==> src/rtl/fetch_unit.sv <==
`default_nettype none
// +----------------------------------------------------------------------+
// | fetch_unit: LEGv8 instruction fetch with one outstanding imem read,  |
// | a one-entry hold buffer and branch redirect/squash.                  |
// | Revision: 1.0                                                        |
// +----------------------------------------------------------------------+
module fetch_unit #(
  parameter int N = 64,
  parameter logic [N-1:0] RESET_PC = '0
) (
  input  logic         clk,
  input  logic         reset,
  output logic         imem_req,
  output logic [N-1:0] imem_addr,
  input  logic         imem_rvalid,
  input  logic [31:0]  imem_rdata,
  input  logic         branch_taken,
  input  logic [N-1:0] branch_target,
  output logic         if_valid,
  input  logic         if_ready,
  output logic [31:0]  if_instr,
  output logic [N-1:0] if_pc
);

  localparam logic [1:0] c_issue = 2'd0;
  localparam logic [1:0] c_wait  = 2'd1;
  localparam logic [1:0] c_hold  = 2'd2;
  localparam logic [1:0] c_drop  = 2'd3;

  localparam logic [N-1:0] c_align_mask = {{(N-2){1'b1}}, 2'b00};
  localparam logic [N-1:0] c_four       = N'(4);

  logic [1:0]   r_state;
  logic [1:0]   w_state_nxt;
  logic [N-1:0] r_pc;
  logic [N-1:0] r_fetch_pc;
  logic [31:0]  r_hold_instr;
  logic         r_if_valid;
  logic [31:0]  r_if_instr;
  logic [N-1:0] r_if_pc;

  logic [N-1:0] w_target;
  logic [N-1:0] w_pc_inc;
  logic         w_xfer;
  logic         w_out_free;
  logic         w_accept;
  logic         w_park;
  logic         w_unhold;

  assign w_target   = branch_target & c_align_mask;
  assign w_pc_inc   = r_pc + c_four;
  assign w_xfer     = r_if_valid && if_ready;
  assign w_out_free = !r_if_valid || if_ready;
  assign w_accept   = (r_state == c_wait) && imem_rvalid && !branch_taken && w_out_free;
  assign w_park     = (r_state == c_wait) && imem_rvalid && !branch_taken && !w_out_free;
  assign w_unhold   = (r_state == c_hold) && !branch_taken && w_xfer;

  always_ff @(posedge clk) begin
    if (!reset) begin
      r_state <= c_issue;
    end else begin
      r_state <= w_state_nxt;
    end
  end

  always_comb begin
    w_state_nxt = r_state;
    case (r_state)
      c_issue: w_state_nxt = branch_taken ? c_issue : c_wait;
      c_wait: begin
        if (branch_taken) begin
          w_state_nxt = imem_rvalid ? c_issue : c_drop;
        end else if (imem_rvalid) begin
          w_state_nxt = w_out_free ? c_issue : c_hold;
        end
      end
      c_hold: w_state_nxt = (branch_taken || w_xfer) ? c_issue : c_hold;
      // A branch in DROP only moves the PC; the owed response still has to drain.
      c_drop: w_state_nxt = imem_rvalid ? c_issue : c_drop;
      default: w_state_nxt = c_issue;
    endcase
  end

  always_comb begin
    imem_req  = reset && (r_state == c_issue) && !branch_taken;
    imem_addr = r_pc;
  end

  always_ff @(posedge clk) begin
    if (!reset) begin
      r_pc <= RESET_PC;
    end else if (branch_taken) begin
      r_pc <= w_target;
    end else if (w_accept || w_unhold) begin
      r_pc <= w_pc_inc;
    end
  end

  always_ff @(posedge clk) begin
    if (!reset) begin
      r_fetch_pc <= '0;
    end else if (imem_req) begin
      r_fetch_pc <= r_pc;
    end
  end

  always_ff @(posedge clk) begin
    if (!reset || branch_taken) begin
      r_hold_instr <= '0;
    end else if (w_park) begin
      r_hold_instr <= imem_rdata;
    end
  end

  // The held word belongs to fetch_pc, which is untouched until the next request.
  always_ff @(posedge clk) begin
    if (!reset) begin
      r_if_valid <= 1'b0;
      r_if_instr <= '0;
      r_if_pc    <= '0;
    end else if (branch_taken) begin
      r_if_valid <= 1'b0;
    end else if (w_accept) begin
      r_if_valid <= 1'b1;
      r_if_instr <= imem_rdata;
      r_if_pc    <= r_fetch_pc;
    end else if (w_unhold) begin
      r_if_valid <= 1'b1;
      r_if_instr <= r_hold_instr;
      r_if_pc    <= r_fetch_pc;
    end else if (w_xfer) begin
      r_if_valid <= 1'b0;
    end
  end

  assign if_valid = r_if_valid;
  assign if_instr = r_if_instr;
  assign if_pc    = r_if_pc;

endmodule
`default_nettype wire

==> config.mk <==
export PLATFORM = sky130hd
export DESIGN_NAME = fetch_unit
export DESIGN_NICKNAME = d
export VERILOG_FILES = /design/src/rtl/fetch_unit.sv
export SDC_FILE = /design/constraint.sdc
export NUM_CORES = 1
export LEC_CHECK = 0
export BUFFER_PORTS_ARGS = -buffer_cell sky130_fd_sc_hd__buf_2
export CAP_MARGIN = 20
export CORE_MARGIN = 4
export CORE_UTILIZATION = 57
export DETAILED_ROUTE_END_ITERATION = 7
export HOLD_SLACK_MARGIN = 0.02
export PLACE_DENSITY = 0.91
export SLEW_MARGIN = 20
export SYNTH_ARGS = -nofsm -noshare
export SYNTH_HDL_FRONTEND = slang
export SYNTH_SLANG_ARGS = --single-unit
==> constraint.sdc <==
create_clock -name clk -period 5.14 [get_ports clk]
set_input_delay 0.514 -clock clk [delete_from_list [all_inputs] [get_ports clk]]
set_output_delay 0.514 -clock clk [all_outputs]
set_load 0.1 [all_outputs]
==> out/metrics.yaml <==
run_status:
  status: "completed"
place:
  gp_congestion: 0.875
  post-place-ws_ns: 1.85
  port_buffers: 256
  dp_cells: 1730
  hpwl_um: 20700
run:
  cap_violations: 0
worst_setup_path:
  cp_slowest_cell: "inv_2"
  crit_top_cell: "buf_2"
  crit_arrival_ns: 2.72
  cp_data_required_time_ns: 4.63
  worstSetupPathType: "primary input to primary output"
  r2r_slack_ns: 2.05
  timing.rr.start: "r_state[0]$_SDFFE_PN0P_"
  worstPathMaxFanout: 69
  end_kind: "primary output"
  r2r_end: "imem_addr[48]$_SDFFE_PN0P_"
  cp_slowest_stage_delay_ns: 0.64
  rr_worst_depth: 5
  start_kind: "primary input"
  path_cells: "buf_2, inv_2, nand2_1, nor3_2, buf_4, buf_2"
  critPathLaunch: "branch_taken"
final_layout:
  fin_nets: 1633
  antenna_cells: 0
  final_common_cell: "nand2_1"
  drive_gt1_share_pct: 21.7
  most-common-layout-cells: "nand2_1 (344), buf_2 (255), dfxtp_1 (253), a21oi_1 (127), o21ai_0 (110)"
  fill_cells: 1348
  syn_to_final_growth_pct: 20.4
  final_cells: 1779
floorplanning:
  core_area_sq_um: 18300
  die-area_sq_um: 21100
  die_w_um: 145
  row_count: 49
  fp.dieH_um: 145
  ios: 263
  initial_core_util_pct: 58.8
global_routing:
  grt_overflow: 0
  grt_usage_pct: 28.1
  antenna_found_initial: 0
  grt_max_degree: 78
  grt_pass1_wl_um: 50800
  grt_pass1_vias: 10400
clock_tree:
  cts_resized: 0
  clock-root-buffer: "clkbuf_16"
  post-cts-setup-buffers: 0
  clk_pin_slew_ns: 0.07
  htree_levels: 1
  clock_path_buffers: 3
  numClockSinks: 253
  tritoncts: "built"
  cts_hold_buf: 0
  numCtsBuffers: 26
  clk_latency_ns: 0.52
timing:
  finalHoldViolCount: 0
  period_share_pct: 62.9
  finalCriticalPeriod_ns: 3.23
  max_freq_ghz: 0.310
  max_slew.worst_pin.slew_ns: 0.860
  layout_setup_ws_ns: 1.91
  setup_tns_ns: 0
  setup_viol: 0
  fin_hold_ws_ns: 0.239
  rsz0062_at_grt: "false"
  finalMaxSlewViolations: 0
  finClkSkew_ns: 0.0148
  maxSlewHeadroom_pct: 42.6
power_and_ir_drop:
  leakage_uw: 0.00517
  powerDensity_nw_per_um2: 362
  ir_drop_mv: 0.289
synth:
  synth_cell_types: 60
  ys_warn_count: 0
  synthesis.area_sq_um: 10700
  ys_async_sr_fraction_pct: 0
  synth_edf_count: 0
  avgSynthCellArea_sq_um: 8.02
  ys_seq_area_share_pct: 47.2
  ys_ff_latch: 253
  syn_inst: 1338
  synth_ff_type: "dfxtp_1"
min_path:
  hp-start: "branch_target[2]"
  min_path_cells: 3
  hp-class: "primary input to flop"
  hold_end: "imem_addr[2]$_SDFFE_PN0P_"
drt:
  via_per_inst: 6.06
  wl_um: 31400
  drt_iter0_drc: 892
  drc: 0
  firstDrtPassIters: 7
  vias: 10800
  ant_nets: 0
  wl_per_cell_um: 17.7
-- synth_stat cells, types with 2 or more instances --
library cell,instances,area [sq um]
o31a_1,2,17.5
nand3_1,45,225
a31oi_1,12,75.1
o311ai_0,2,17.5
dfxtp_1,253,5060
nor2b_1,2,12.5
mux2_2,2,22.5
buf_2,7,35.0
a211oi_1,37,278
o31ai_1,6,45.0
buf_1,7,26.3
xor2_1,22,193
o21a_1,3,22.5
nand2b_1,3,18.8
and4_1,14,123
nor4b_1,3,26.3
a311oi_1,4,35.0
or4_1,10,75.1
nor4_1,12,75.1
or3_1,14,87.6
o2111ai_1,4,35.0
xnor2_1,7,61.3
nand2_1,344,1290
a21oi_1,127,636
nand4_4,2,42.5
o311a_1,2,20.0
or3b_2,2,17.5
o21ai_0,110,551
mux2i_1,32,320
nand4_1,36,225
o211ai_1,2,15.0
nor4_4,3,63.8
and2_1,5,31.3
nor3b_1,2,15.0
nor3_1,14,70.1
nor2_1,55,206
a41o_1,2,20.0
and3_1,12,75.1
clkbuf_1,88,330
buf_4,4,30.0
inv_1,6,22.5
-- worst max path at each step --
| stage | endpoint | slack, ns | cells past startpoint |
|---|---|---|---|
| 5_1_grt | imem_req | 1.70 | 6 |
| 6_report | imem_req | 1.91 | 6 |
| 4_1_cts | imem_req | 1.86 | 6 |
| 2_1_floorplan | imem_req | 2.21 | 4 |
| 3_5_place_dp | if_instr[4]$_SDFFE_PN0P_ | 1.85 | 6 |
| 3_3_place_gp | imem_req | 1.94 | 6 |
-- state kept, by name (all words and copies together), names as in the netlist --
name          cells
if_pc            62
imem_addr        62
r_fetch_pc       62
if_instr         32
r_hold_instr     32
r_state           2
if_valid          1
-- report_power, final --
group | total, uW | internal, uW | switching [uW]
clock network | 1890 | 1110 | 783
registers | 2130 | 2030 | 95.2
logic | 664 | 128 | 536
-- per-stage QoR --
step | total power, uW | area [sq um] | utilization, %
2_1_floorplan | 2660 | 10700 | -
3_3_place_gp | 2810 | 12000 | 65.8
3_5_place_dp | 2820 | 12000 | 65.8
4_1_cts | 4700 | 12900 | 70.5
5_1_grt | 4830 | 12900 | 70.7
6_report | 4680 | 12900 | 70.7
-- area by class of cell --
type	instances	area [sq um]	area share (%)
Sequential cell	253	5060	39.2
Tap cell	229	287	2.22
Inverter	6	25.0	0.194
Multi-Input combinational cell	975	5280	40.8
Clock inverter	10	85.1	0.658
Timing Repair Buffer	269	1400	10.8
Clock buffer	37	783	6.06
-- worst max-delay path, delay by kind of cell --
kind | cells | cell delay (ns)
buf+inv | 4 | 1.86
simple gates | 2 | 0.31
-- routing by layer --
metal,GRT usage [%],part of all wire [%]
met2,47.6,48
met4,11.6,3.4
met3,7.02,9.7
met1,34.3,39
met5,0,0
-- logic make-up after synthesis --
kind of cell | count (synthesis) | share of synthesized area, %
AO/OA/AOI/OAI | 320 | 17.0
adder cells (fa/ha/maj) | 1 | 0.117
buffers and inverters | 113 | 4.24
other | 1 | 0.0349
XOR/XNOR | 29 | 2.37
flip-flops | 253 | 47.2
AND/OR/NAND/NOR | 587 | 25.8
multiplexers | 34 | 3.19
Power figures use the tool's default switching activity.
